--- src/rtl/pwm_led_driver.sv ---
// pwm_led_driver
//   One LED channel PWM generator. A prescaler derives a tick from clk, and
//   the tick advances a period counter over 0..PERIOD-1. The duty word is
//   latched only when the period wraps, so a ramp that changes mid-period
//   cannot glitch a pulse width. The compare stage and the output are
//   registered. Polarity is selectable for active-low LED pins.
//
// Ports
//   clk          system clock
//   rst          synchronous active-high reset (priority over en)
//   en           channel enable; low holds the counters at 0 and the LED off
//   duty_in      requested on-time in ticks per period, held by the producer
//   pwm_out      LED drive, inverted when ACTIVE_LOW = 1
//   period_start one-cycle pulse on the cycle a new period begins
//   duty_active  duty value currently in effect
module pwm_led_driver #(
    parameter int WIDTH      = 10,
    parameter int PERIOD     = 1023,  // 2 .. 2**WIDTH-1
    parameter int PRESCALE   = 1,     // >= 1
    parameter bit ACTIVE_LOW = 1'b1
) (
    input  logic             clk,
    input  logic             rst,
    input  logic             en,
    input  logic [WIDTH-1:0] duty_in,
    output logic             pwm_out,
    output logic             period_start,
    output logic [WIDTH-1:0] duty_active
);

    // A single-cycle prescaler still gets a 1-bit counter that stays at 0.
    localparam int PW = (PRESCALE > 1) ? $clog2(PRESCALE) : 1;

    logic [PW-1:0]    pre_cnt_q, pre_cnt_d;
    logic [WIDTH-1:0] cnt_q, cnt_d;
    logic [WIDTH-1:0] duty_q, duty_d;
    logic             pstart_q, pstart_d;
    logic             pwm_q, pwm_d;
    logic             tick;
    logic             wrap;

    assign tick = en && (pre_cnt_q == PW'(PRESCALE - 1));
    assign wrap = tick && (cnt_q == WIDTH'(PERIOD - 1));

    always_comb begin
        pre_cnt_d = pre_cnt_q;
        cnt_d     = cnt_q;
        duty_d    = duty_q;
        pstart_d  = 1'b0;
        // Compare uses the current count and duty; result shows one clk later.
        // cnt never reaches PERIOD, so duty >= PERIOD gives a full-on period.
        pwm_d     = en && (cnt_q < duty_q);

        if (!en) begin
            // Disabled: counters parked at 0 and duty tracks the producer, so
            // the first enabled cycle starts a fresh period with current duty.
            pre_cnt_d = '0;
            cnt_d     = '0;
            duty_d    = duty_in;
        end else if (tick) begin
            pre_cnt_d = '0;
            if (wrap) begin
                cnt_d    = '0;
                duty_d   = duty_in;
                pstart_d = 1'b1;
            end else begin
                cnt_d = cnt_q + WIDTH'(1);
            end
        end else begin
            pre_cnt_d = pre_cnt_q + PW'(1);
        end
    end

    always_ff @(posedge clk) begin
        if (rst) begin
            pre_cnt_q <= '0;
            cnt_q     <= '0;
            duty_q    <= '0;
            pstart_q  <= 1'b0;
            pwm_q     <= 1'b0;
        end else begin
            pre_cnt_q <= pre_cnt_d;
            cnt_q     <= cnt_d;
            duty_q    <= duty_d;
            pstart_q  <= pstart_d;
            pwm_q     <= pwm_d;
        end
    end

    assign pwm_out      = pwm_q ^ ACTIVE_LOW;
    assign period_start = pstart_q;
    assign duty_active  = duty_q;

endmodule

--- config.mk ---
export PLATFORM = sky130hd
export DESIGN_NAME = pwm_led_driver
export DESIGN_NICKNAME = d
export VERILOG_FILES = /design/src/rtl/pwm_led_driver.sv
export SDC_FILE = /design/constraint.sdc
export NUM_CORES = 1
export LEC_CHECK = 0
export BUFFER_PORTS_ARGS = -buffer_cell sky130_fd_sc_hd__buf_2
export CAP_MARGIN = 20
export CORE_MARGIN = 2
export CORE_UTILIZATION = 40
export DETAILED_ROUTE_END_ITERATION = 12
export REMOVE_ABC_BUFFERS = 1
export SLEW_MARGIN = 20
export SYNTH_ARGS = -nofsm -noshare
export SYNTH_HDL_FRONTEND = slang
export SYNTH_SLANG_ARGS = --single-unit
--- constraint.sdc ---
create_clock -name clk -period 1.35 [get_ports clk]
set_input_delay 0.27 -clock clk [delete_from_list [all_inputs] [get_ports clk]]
set_output_delay 0.27 -clock clk [all_outputs]
set_load 0.005 [all_outputs]
Word level (Yosys, flattened, before mapping)
Cells that the tools add are included.
{"block": "word_totals", "regBits": 23, "inputBits": 13, "output_inout_bits": 12, "elab_cells": 27}
{"block": "op_classes", "n_addsub": 2, "order_cmp": 1, "eq_ne": 3, "muxes": 5, "n_bitwise": 4, "reduce_logical": 7}
{"cell": "two-way mux 10 bit", "n": 4}
{"cell": "adder 10 x 1 -> 10 bit (second input constant)", "n": 1}
{"cell": "equality test 10 bit (second input constant)", "n": 1}
{"cell": "less-than comparator 10 bit", "n": 1}
{"cell": "OR reduction 3 bit", "n": 2}
{"cell": "!= test 2 x 1 -> 1 bit (second input constant)", "n": 2}
{"cell": "inverter 1 bit", "n": 4}
{"cell": "logical AND 1 bit", "n": 3}
{"cell": "AND reduction 2 bit", "n": 1}
{"cell": "OR reduction 2 bit", "n": 1}
{"cell": "adder 1 bit (second input constant)", "n": 1}
{"cell": "two-way mux 1 bit", "n": 1}

Longest topological paths before layout
{"block": "depth", "ltp_word": 6, "mapped_depth": 7, "mapped_depth_nobuf": 6}

Worst setup path before layout
Ideal clock, no wire load.
{"block": "synth_timing", "path_type": "reg-to-reg", "from": "register duty_q[3] (netlist: duty_active[3])", "to": "register pwm_q", "setup_ns": 0.103, "arrival_ns": 1.431, "t_required_ns": 1.247, "slack_ns": -0.184, "stages_incl_launch_ff": 7, "n_path_buf": 0, "synth_period_minus_slack_ns": 1.534, "path_cell_list": "dfxtp_1 inv_1 ha_1 a211o_1 a21oi_1 o21ai_1 a2111oi_2"}
{"block": "synth_between", "elab_chain_len": 2}
{"item": "start: declaration", "line": "36", "text": "logic [WIDTH-1:0] duty_q, duty_d;"}
{"item": "start signal: assignment", "line": "84", "text": "duty_q <= duty_d;"}
{"item": "less-than comparator 10 bit", "line": "52", "text": "pwm_d = en && (cnt_q < duty_q);"}
{"item": "logical AND 1 bit", "line": "52"}
{"item": "end signal: assignment", "line": "86", "text": "pwm_q <= pwm_d;"}
{"item": "end: declaration", "line": "38", "text": "logic pwm_q, pwm_d;"}
Every way passes these cells.
A chain may end at the register's enable or synchronous reset.

Worst setup path in the final report
{"block": "layout_timing", "from": "register cnt_q[0]", "to": "register duty_q[4] (netlist: duty_active[4])"}
{"block": "layout_between", "elab_chain_len": 4}
{"item": "start: declaration", "line": "35", "text": "logic [WIDTH-1:0] cnt_q, cnt_d;"}
{"item": "start signal: assignment", "line": "83", "text": "cnt_q <= cnt_d;"}
{"item": "equality test 10 bit", "line": "43", "text": "assign wrap = tick && (cnt_q == WIDTH'(PERIOD - 1));"}
{"item": "logical AND 1 bit", "line": "43"}
{"item": "!= test 2 x 1 -> 1 bit (no source line)"}
{"item": "AND reduction 2 bit (no source line)"}
Every way passes these cells.

==> impl_metrics.tcl <==
set metrics [dict create \
    cp_max_fo 5 \
    cts_sinks 23 \
    synth_common_cells "dfxtp_1, nor2_1, inv_1" \
    synthFlopType "dfxtp_1" \
    grt_start_max_net_pins 15 \
    fp.dieW_um 57.9 \
    ant_nets 0 \
    violations "negative setup slack" \
    top_usage_layer "met2" \
    grtUsageMet2_pct 35.1 \
    synth_most_common_cell "dfxtp_1" \
    antenna_cells 0 \
    clk_pin_slew_ns 0.14 \
    cp_top_family "flip-flops" \
    coreArea_sq_um 2760 \
    syn_inst 125 \
    crit_path_start_kind "register" \
    min_period_over_period_pct 111 \
    yosysWarnings 0 \
    num_io_pins 25 \
    multi_input_area_sq_um 731 \
    placedCellCount 200 \
    cp_num_buf_inv 2 \
    synth_top_area_share_pct 39.7 \
    fin_crit_ns 1.50 \
    cpPeakStageDelay_ns 0.35 \
    critical_path_class "reg -> reg" \
    synth-seq-cells 23 \
    drt-total-wl_um 2910 \
    clk_latency_ns 0.32 \
    drive_gt1_share_pct 47.5 \
    hold_viol 0 \
    fmax_mhz 668 \
    tritoncts "yes" \
    viasPerCell 5.03 \
    avgSynthCellArea_sq_um 9.29 \
    synth_edf_count 0 \
    power_density_nw_per_um2 751 \
    cts_buffers 3 \
    synthArstFlopShare_pct 0 \
    design_area_sq_um 1690 \
    antenna_found_initial 0 \
    dpl-instance-area_sq_um 1490 \
    worst_ep_required_time_ns 1.58 \
    num-nets-final 206 \
    dr.pass1.iters 4 \
    syn_area_sq_um 1160 \
    start_util_pct 42.1 \
    overflow 0 \
    max_cap_violations 0 \
    first_global_vias 1165 \
    n_fill_cell 241 \
    yosys.area.top_type "dfxtp_1" \
    synth_cell_type_count 30 \
    htreeDepth 1 \
    use_met3_pct 2.23 \
    worstPathArrival_ns 1.73 \
    register_area_sq_um 472 \
    die_h_um 57.9 \
    hold_class "in -> reg" \
    avgRoutedWirePerCell_um 13.7 \
    drc 0 \
    first_iter_violations 22 \
    ir_drop_mv 0.575 \
    cp_slowest_cell "dfxtp_2" \
    status "finished with violations" \
    route.vias.total 1067 \
    worst_slack_ns -0.148 \
    layout.cells.non_filler 212 \
    dieArea_sq_um 3350 \
    hpwl_um 1990 \
    rsz0062_at_grt "true" \
    place_congestion 0.799 \
    crit_path_cell_trace "inv_2 > ha_4 > and4_1 > a41o_1 > buf_6 > mux2i_4 > nor2_1" \
    p_total_mw 1.27 \
    use_met1_pct 21.4 \
    ys_top_cells_by_area "dfxtp_1, ha_1, mux2i_1" \
    port_buffers 24 \
    max-clock-path-buffers 2 \
    syn2layout_area_growth_pct 45.7 \
    finalSetupViolCount 11 \
    leakage_nw 0.795 \
    endpoint_kind "register" \
    hold_buffers 0 \
    rows 19 \
    grt_pass1_wl_um 4930 \
    ys_seq_area_share_pct 39.7 \
    cts_root_buf "clkbuf_4" \
    finClkSkew_ns 0.00607 \
    slew_viol_final 0 \
    grt_use_total_pct 19.5 \
]
## state kept, by name, summed over array words and instances (netlist names)
signal        cells
period_start      1
duty_active      10
pwm_q             1
cnt_q            10
pre_cnt_q         1
## tightest hold or removal path, cell delays in order
cell     delay, ns
buf_2         0.07
mux2i_1       0.05
nor2_1        0.07
## per-stage QoR
stage               setup WS (ns)  util [%]  setup TNS [ns]  hold WS (ns)
detailed placement         -0.252      53.9           -2.68         0.512
global placement           -0.185      53.9           -1.78         0.502
finish                     -0.148      61.3           -1.16         0.168
floorplan                  -0.201         -           -2.19         0.342
global route               -0.206      61.3           -2.48         0.179
CTS                        -0.153      61.1           -1.44         0.159
## layout make-up
type,count,area share [%]
clock inverters,1,0.444
flip-flops and latches,23,27.9
clock buffers,3,1.33
well taps,31,2.29
inverters,13,2.88
repair buffers,55,22.0
multi-input cells,86,43.2
## layout by cell type, fill, tap and decap left out, types with 2 or more instances in the layout
master,Yosys,routed
nand3_1,4,2
xor2_1,7,7
ha_4,0,3
a21oi_2,0,3
mux2i_1,10,8
buf_2,0,24
inv_2,0,2
dfxtp_1,23,14
buf_6,1,5
nand2b_1,3,3
nand4_1,5,5
nand2_1,3,3
nor2_1,19,19
buf_4,0,26
dfxtp_2,0,9
ha_1,11,7
inv_1,13,11
and4_1,2,2
clkbuf_4,0,3
nor2b_1,3,3
## metal layers
layer	wire [um]	part of all wire (%)
met1	1220	42
met2	1490	51
met3	130	4.5
met4	71	2.4
met5	0	0
## cell families after synthesis
| kind of cell | synth area share (%) |
|---|---|
| xor+xnor | 6.03 |
| fa+ha+maj | 11.9 |
| buf+inv | 5.82 |
| flops | 39.7 |
| compound gates | 7.97 |
| mux | 8.62 |
| simple gates | 19.7 |
| other cells | 0.323 |
## power breakdown
| group | leakage [nW] | switching (mW) | internal (mW) | total (mW) |
|---|---|---|---|---|
| clock network | 0.0139 | 0.228 | 0.113 | 0.342 |
| logic | 0.590 | 0.0960 | 0.116 | 0.212 |
| registers | 0.192 | 0.0141 | 0.703 | 0.717 |
## what timing repair did
item	CTS	global route
endpoints found under the setup margin	22	21
cloned	1	0
setup buffers	11	0
resized for setup	20	13
pin swaps	8	11
## worst paths after layout
path                                            start                     endpoint  slack [ns]  depth (start not counted)
worst max-delay path            cnt_q[0]$_SDFFE_PP0P_  duty_active[4]$_SDFFE_PP0P_       -0.15                          7
worst min-delay path                       duty_in[9]  duty_active[9]$_SDFFE_PP0P_        0.17                          3
worst max register to register  cnt_q[0]$_SDFFE_PP0P_  duty_active[4]$_SDFFE_PP0P_       -0.15                          7
worst min register to register  cnt_q[6]$_SDFFE_PP0P_        cnt_q[6]$_SDFFE_PP0P_        0.55                          2
Power figures use the tool's default switching activity.
